**config.mk**
```make
export PLATFORM = sky130hd
export DESIGN_NAME = pipelined_cla_adder_flat
export DESIGN_NICKNAME = d
export VERILOG_FILES = /design/src/rtl/pipelined_cla_adder_if.sv /design/src/rtl/pipelined_cla_adder.sv /design/src/flat_wrapper.sv
export SDC_FILE = /design/constraint.sdc
export NUM_CORES = 1
export LEC_CHECK = 0
export CAP_MARGIN = 20
export CORE_UTILIZATION = 35
export CTS_CLUSTER_SIZE = 20
export DETAILED_ROUTE_END_ITERATION = 8
export HOLD_SLACK_MARGIN = 0.06
export PLACE_DENSITY_LB_ADDON = 0.05
export SYNTH_ARGS = -nofsm -noshare
export SYNTH_HDL_FRONTEND = slang
export SYNTH_SLANG_ARGS = --single-unit
```
**constraint.sdc**
```tcl
create_clock -name clk -period 2.7 [get_ports clk]
set_clock_uncertainty 0.2 [all_clocks]
set_input_delay 0.27 -clock clk [delete_from_list [all_inputs] [get_ports clk]]
set_output_delay 0.27 -clock clk [all_outputs]
set_load 0.01 [all_outputs]
```
**src/rtl/pipelined_cla_adder_if.sv**
```systemverilog
// Operand/result stream bundle for the pipelined CLA adder.
// Latency: none (wiring only).
// Backpressure: in_ready/out_ready are carried alongside their valid signals.
interface pipelined_cla_adder_if #(
    parameter int WIDTH = 16
);
    logic             in_valid;
    logic             in_ready;
    logic [WIDTH-1:0] X;
    logic [WIDTH-1:0] Y;
    logic             CIN;
    logic             SUB;
    logic             out_valid;
    logic             out_ready;
    logic [WIDTH-1:0] SUM;
    logic             COUT;
    logic             OVF;

    modport master (
        output in_valid, X, Y, CIN, SUB, out_ready,
        input  in_ready, out_valid, SUM, COUT, OVF
    );

    modport slave (
        input  in_valid, X, Y, CIN, SUB, out_ready,
        output in_ready, out_valid, SUM, COUT, OVF
    );
endinterface

```
**src/rtl/pipelined_cla_adder.sv**
```systemverilog
// Pipelined carry-lookahead adder/subtractor: bit G/P, then group carries, then sum/flags.
// Latency: 3 cycles from accepted beat to out_valid; one beat per cycle when unstalled.
// Backpressure: a held result (out_valid & ~out_ready) freezes every stage and drops in_ready.
module pipelined_cla_adder #(
    parameter int WIDTH = 16,
    parameter int GROUP = 4
) (
    input  logic                 clk,
    input  logic                 rst,
    pipelined_cla_adder_if.slave bus
);
    localparam int NGRP = WIDTH / GROUP;

    if (GROUP < 1 || (WIDTH % GROUP) != 0) begin : g_bad_param
        $error("pipelined_cla_adder: WIDTH must be a positive multiple of GROUP");
    end

    logic adv;

    // stage 1: bitwise generate/propagate
    logic [WIDTH-1:0] ye;
    logic             cin_e;
    logic             s1_vld;
    logic [WIDTH-1:0] s1_g;
    logic [WIDTH-1:0] s1_p;
    logic             s1_cin;

    // stage 2: group carries
    logic [NGRP:0]    gc;
    logic             gg;
    logic             gp;
    logic             s2_vld;
    logic [WIDTH-1:0] s2_g;
    logic [WIDTH-1:0] s2_p;
    logic [NGRP:0]    s2_gc;

    // stage 3: per-bit carries
    logic [WIDTH:0]   c;
    logic             cur;

    assign adv          = ~bus.out_valid | bus.out_ready;
    assign bus.in_ready = adv;

    always_comb begin
        ye    = bus.SUB ? ~bus.Y : bus.Y;
        cin_e = bus.SUB ? 1'b1 : bus.CIN;
    end

    // Carry crosses all group boundaries within this one combinational cycle.
    always_comb begin
        gc    = '0;
        gg    = 1'b0;
        gp    = 1'b1;
        gc[0] = s1_cin;
        for (int k = 0; k < NGRP; k++) begin
            gg = 1'b0;
            gp = 1'b1;
            for (int j = 0; j < GROUP; j++) begin
                gg = s1_g[k*GROUP+j] | (s1_p[k*GROUP+j] & gg);
                gp = gp & s1_p[k*GROUP+j];
            end
            gc[k+1] = gg | (gp & gc[k]);
        end
    end

    always_comb begin
        c   = '0;
        cur = 1'b0;
        for (int k = 0; k < NGRP; k++) begin
            cur = s2_gc[k];
            for (int j = 0; j < GROUP; j++) begin
                c[k*GROUP+j] = cur;
                cur = s2_g[k*GROUP+j] | (s2_p[k*GROUP+j] & cur);
            end
        end
        c[WIDTH] = s2_gc[NGRP];
    end

    always_ff @(posedge clk) begin
        if (rst) begin
            s1_vld        <= 1'b0;
            s1_g          <= '0;
            s1_p          <= '0;
            s1_cin        <= 1'b0;
            s2_vld        <= 1'b0;
            s2_g          <= '0;
            s2_p          <= '0;
            s2_gc         <= '0;
            bus.out_valid <= 1'b0;
            bus.SUM       <= '0;
            bus.COUT      <= 1'b0;
            bus.OVF       <= 1'b0;
        end else if (adv) begin
            s1_vld        <= bus.in_valid;
            s1_g          <= bus.X & ye;
            s1_p          <= bus.X ^ ye;
            s1_cin        <= cin_e;
            s2_vld        <= s1_vld;
            s2_g          <= s1_g;
            s2_p          <= s1_p;
            s2_gc         <= gc;
            bus.out_valid <= s2_vld;
            // Result registers keep their last value across bubbles.
            if (s2_vld) begin
                bus.SUM  <= s2_p ^ c[WIDTH-1:0];
                bus.COUT <= c[WIDTH];
                bus.OVF  <= c[WIDTH] ^ c[WIDTH-1];
            end
        end
    end
endmodule

```
**src/flat_wrapper.sv**
```systemverilog
// flat-port wrapper written by rule: the top's interface ports become plain ports
module pipelined_cla_adder_flat 
#(
    parameter int WIDTH = 16,
    parameter int GROUP = 4
)
  (clk, rst, bus_in_valid, bus_X, bus_Y, bus_CIN, bus_SUB, bus_out_ready, bus_in_ready, bus_out_valid, bus_SUM, bus_COUT, bus_OVF);
  pipelined_cla_adder_if #(.WIDTH(WIDTH)) bus_i ();
  input  logic clk;
  input  logic rst;
  input wire logic [$bits(bus_i.in_valid)-1:0] bus_in_valid;
  input wire logic [$bits(bus_i.X)-1:0] bus_X;
  input wire logic [$bits(bus_i.Y)-1:0] bus_Y;
  input wire logic [$bits(bus_i.CIN)-1:0] bus_CIN;
  input wire logic [$bits(bus_i.SUB)-1:0] bus_SUB;
  input wire logic [$bits(bus_i.out_ready)-1:0] bus_out_ready;
  output wire logic [$bits(bus_i.in_ready)-1:0] bus_in_ready;
  output wire logic [$bits(bus_i.out_valid)-1:0] bus_out_valid;
  output wire logic [$bits(bus_i.SUM)-1:0] bus_SUM;
  output wire logic [$bits(bus_i.COUT)-1:0] bus_COUT;
  output wire logic [$bits(bus_i.OVF)-1:0] bus_OVF;
  assign bus_i.in_valid = bus_in_valid;
  assign bus_i.X = bus_X;
  assign bus_i.Y = bus_Y;
  assign bus_i.CIN = bus_CIN;
  assign bus_i.SUB = bus_SUB;
  assign bus_i.out_ready = bus_out_ready;
  assign bus_in_ready = bus_i.in_ready;
  assign bus_out_valid = bus_i.out_valid;
  assign bus_SUM = bus_i.SUM;
  assign bus_COUT = bus_i.COUT;
  assign bus_OVF = bus_i.OVF;
  pipelined_cla_adder #(.WIDTH(WIDTH), .GROUP(GROUP)) u_core (.clk(clk), .rst(rst), .bus(bus_i));
endmodule
```
==> impl_metrics.csv <==
group,metric,value,unit
synth,synth_cell_types,31,
placement,place_hpwl,5340,um
setup_path,r2r_cells,9,
sta,min_period,2.21,ns
route,wl_per_cell,12.2,um
placement,gp_congestion,0.714,
floorplanning,start_util,36.5,%
setup_path,critPathLaunchType,"flip-flop",
synth,syn-instance-count,468,
sta,setup_slack,0.488,ns
floorplanning,coreArea,10500,um2
synth,syn_nets,534,
synth,synth-edff-count,0,
sta,finalCritPeriodShare,81.9,%
setup_path,startpoint,"u_core.s2_gc[3]",
setup_path,path_cells,"ha_1 > or2_2 > ha_1 > or2_2 > ha_1 > nor2_1 > xnor2_1 > nand2_1 > a21oi_1",
cells_and_area,n_antenna_cell,0,
setup_path,cp-end-kind,"flip-flop",
power,p_leak,1.82,nW
cts,post_cts_buffers,0,
cts,clk_latency,0.36,ns
synth,ys_seq_elements,87,
route,via_per_inst,4.62,
route,drt-total-wl,7920,um
placement,place.port_buffers,57,
cells_and_area,drive_gt1_share,8.16,%
synth,async_flop_share,0,%
floorplanning,fp.dieH,106,um
route,route.vias.total,3010,
floorplanning,die_w,106,um
cts,path_clk_slew,0.08,ns
setup_path,crit_top_cell,"ha_1",
setup_path,cp_max_fo,2,
grt,grt_max_degree,70,
sta,relSlewSlack,52.2,%
cells_and_area,seqCellArea,1740,um2
setup_path,cp_num_cells,9,
grt,antenna_found_initial,0,
route,drc,0,
setup_path,cp_num_buf_inv,0,
worst_hold_path,hold_depth,3,
floorplanning,dieArea,11300,um2
job,maxCapViolations,0,
setup_path,critPathMaxStageDelay,0.32,ns
synth,yosys_warnings,0,
setup_path,cp_data_arrival_time,2.30,ns
sta,timing.final.max_slew_violations,0,
synth,syn_avg_cell_area,8.15,um2
grt,track_usage,14.9,%
power,powerDensity,573,nW/um2
sta,finalSetupTns,0,ns
cts,cts_hold_buf,0,
setup_path,cp_data_required_time,2.78,ns
sta,whs,0.209,ns
route,ant_nets,0,
cells_and_area,nets,577,
power,ir_drop,0.314,mV
cells_and_area,final_cell_mix,"166 x nand2_1, 87 x dfxtp_1, 77 x a21oi_1",
grt,grt_pass1_wl,13400,um
sta,setup_viol,0,
route,drt_first_pass_iters,4,
cts,cts_resized,0,
cts,root_buffer,"clkbuf_8",
setup_path,worstSetupPathType,"reg -> reg",
setup_path,r2r-start,"u_core.s2_gc[3]",
sta,worstMarginPinSlew,0.716,ns
cts,clockBufferDepth,2,
setup_path,crit_family,"simple AND/OR/NAND/NOR gates",
worst_hold_path,hp-class,"in -> reg",
worst_hold_path,hold_start,"rst",
cts,clock-sinks,87,
cts,htree_levels,3,
power,totalPowerFinal,2.65,mW
grt,grt_pass1_vias,2836,
cts,numCtsBuffers,9,
cells_and_area,post-route-util,44.2,%
synth,synth-seq-area-share,45.7,%
sta,fmax,452,MHz
synth,syn_area,3810,um2
cells_and_area,area_growth_syn_to_layout,21.1,%
floorplanning,io_pins,58,
sta,final_hold_viol_count,0,
floorplanning,rows,37,
route,drt-initial-drc-count,85,
cells_and_area,final_common_cell,"nand2_1",
cells_and_area,fill_cells,1115,
sta,rsz0062_at_grt,"no",
grt,grt_overflow_total,0,
placement,pre_cts_slack,0.479,ns
cells_and_area,multi_input_area,1900,um2
outcome,status,"completed",
cts,cts_tree,"built",
setup_path,slowest_stage,"dfxtp_1",
synth,synth_top_flop_cell,"dfxtp_1",
==> worst paths after layout <==
| kind | to | slack, ns |
|---|---|---|
| max | u_core.bus.SUM[15] | 0.49 |
| max reg2reg | u_core.bus.SUM[15] | 0.49 |
| min | u_core.bus.SUM[12] | 0.21 |
| min reg2reg | u_core.s2_g[1] | 0.25 |
==> area by class of cell <==
| cell class | instances | share of cell area, % |
|---|---|---|
| Timing Repair Buffer | 62 | 13.1 |
| Clock inverter | 3 | 0.921 |
| Sequential cell | 87 | 37.7 |
| Tap cell | 136 | 3.68 |
| Inverter | 2 | 0.271 |
| Multi-Input combinational cell | 349 | 41.0 |
| Clock buffer | 12 | 3.36 |
==> synth_stat cells, drive strengths merged (2+ instances only) <==
master,number,share of area [%]
a21oi,87,12
buf,17,3.1
inv,2,0.33
nand2,167,16
or2,8,1.3
dfxtp,87,46
xor2,16,3.7
ha,28,9.2
nor3,4,0.52
clkbuf,13,1.3
nand3,2,0.26
nor2,17,1.7
nand4,3,0.49
xnor2,5,1.1
==> state kept, by name, indices dropped and copies added (netlist names) <==
register and count:
u_core.s2_p 16, u_core.s1_p 16, u_core.bus.out_valid 1, u_core.bus.SUM 16, u_core.bus.COUT 1, u_core.s1_cin 1
u_core.bus.OVF 1, u_core.s1_g 16, u_core.s2_vld 1, u_core.s2_g 12, u_core.s2_gc 5, u_core.s1_vld 1
==> layer usage <==
metal	GRT usage [%]	vias up	routed length, um
met5	0	-	0
met4	6.55	0	121
met3	3.07	10	244
met2	22.1	51	3240
met1	20.8	1335	4310
li1	-	1614	-
==> worst reg2reg max path: cells and delay by family, from the launching register on <==
kind                     cells  cell delay, ns
AO/OA/AOI/OAI                1            0.16
AND/OR/NAND/NOR              4            0.77
adder cells (fa/ha/maj)      3            0.55
flip-flops                   1            0.32
XOR/XNOR                     1            0.14
==> cell families (layout without fill, tap and decap cells) <==
| family | count (synthesis) | in the layout | synth area share (%) |
|---|---|---|---|
| flip-flops | 87 | 87 | 45.7 |
| AND/OR/NAND/NOR | 204 | 204 | 21.5 |
| adder cells (fa/ha/maj) | 28 | 28 | 9.18 |
| AO/OA/AOI/OAI | 96 | 96 | 14.2 |
| XOR/XNOR | 21 | 21 | 4.82 |
| buffers and inverters | 32 | 79 | 4.66 |
==> power breakdown <==
group          total (mW)  switching, mW  internal [mW]
registers            1.42         0.0565           1.36
logic               0.318          0.160          0.158
clock network       0.914          0.442          0.472
==> metrics by stage <==
stage | cells | area (um2)
CTS | 651 | 4620
finish | 651 | 4620
global route | 651 | 4620
detailed placement | 636 | 4420
floorplan | 468 | 3810
global placement | 636 | 4420
No activity file was read; power rests on OpenSTA's default activity.
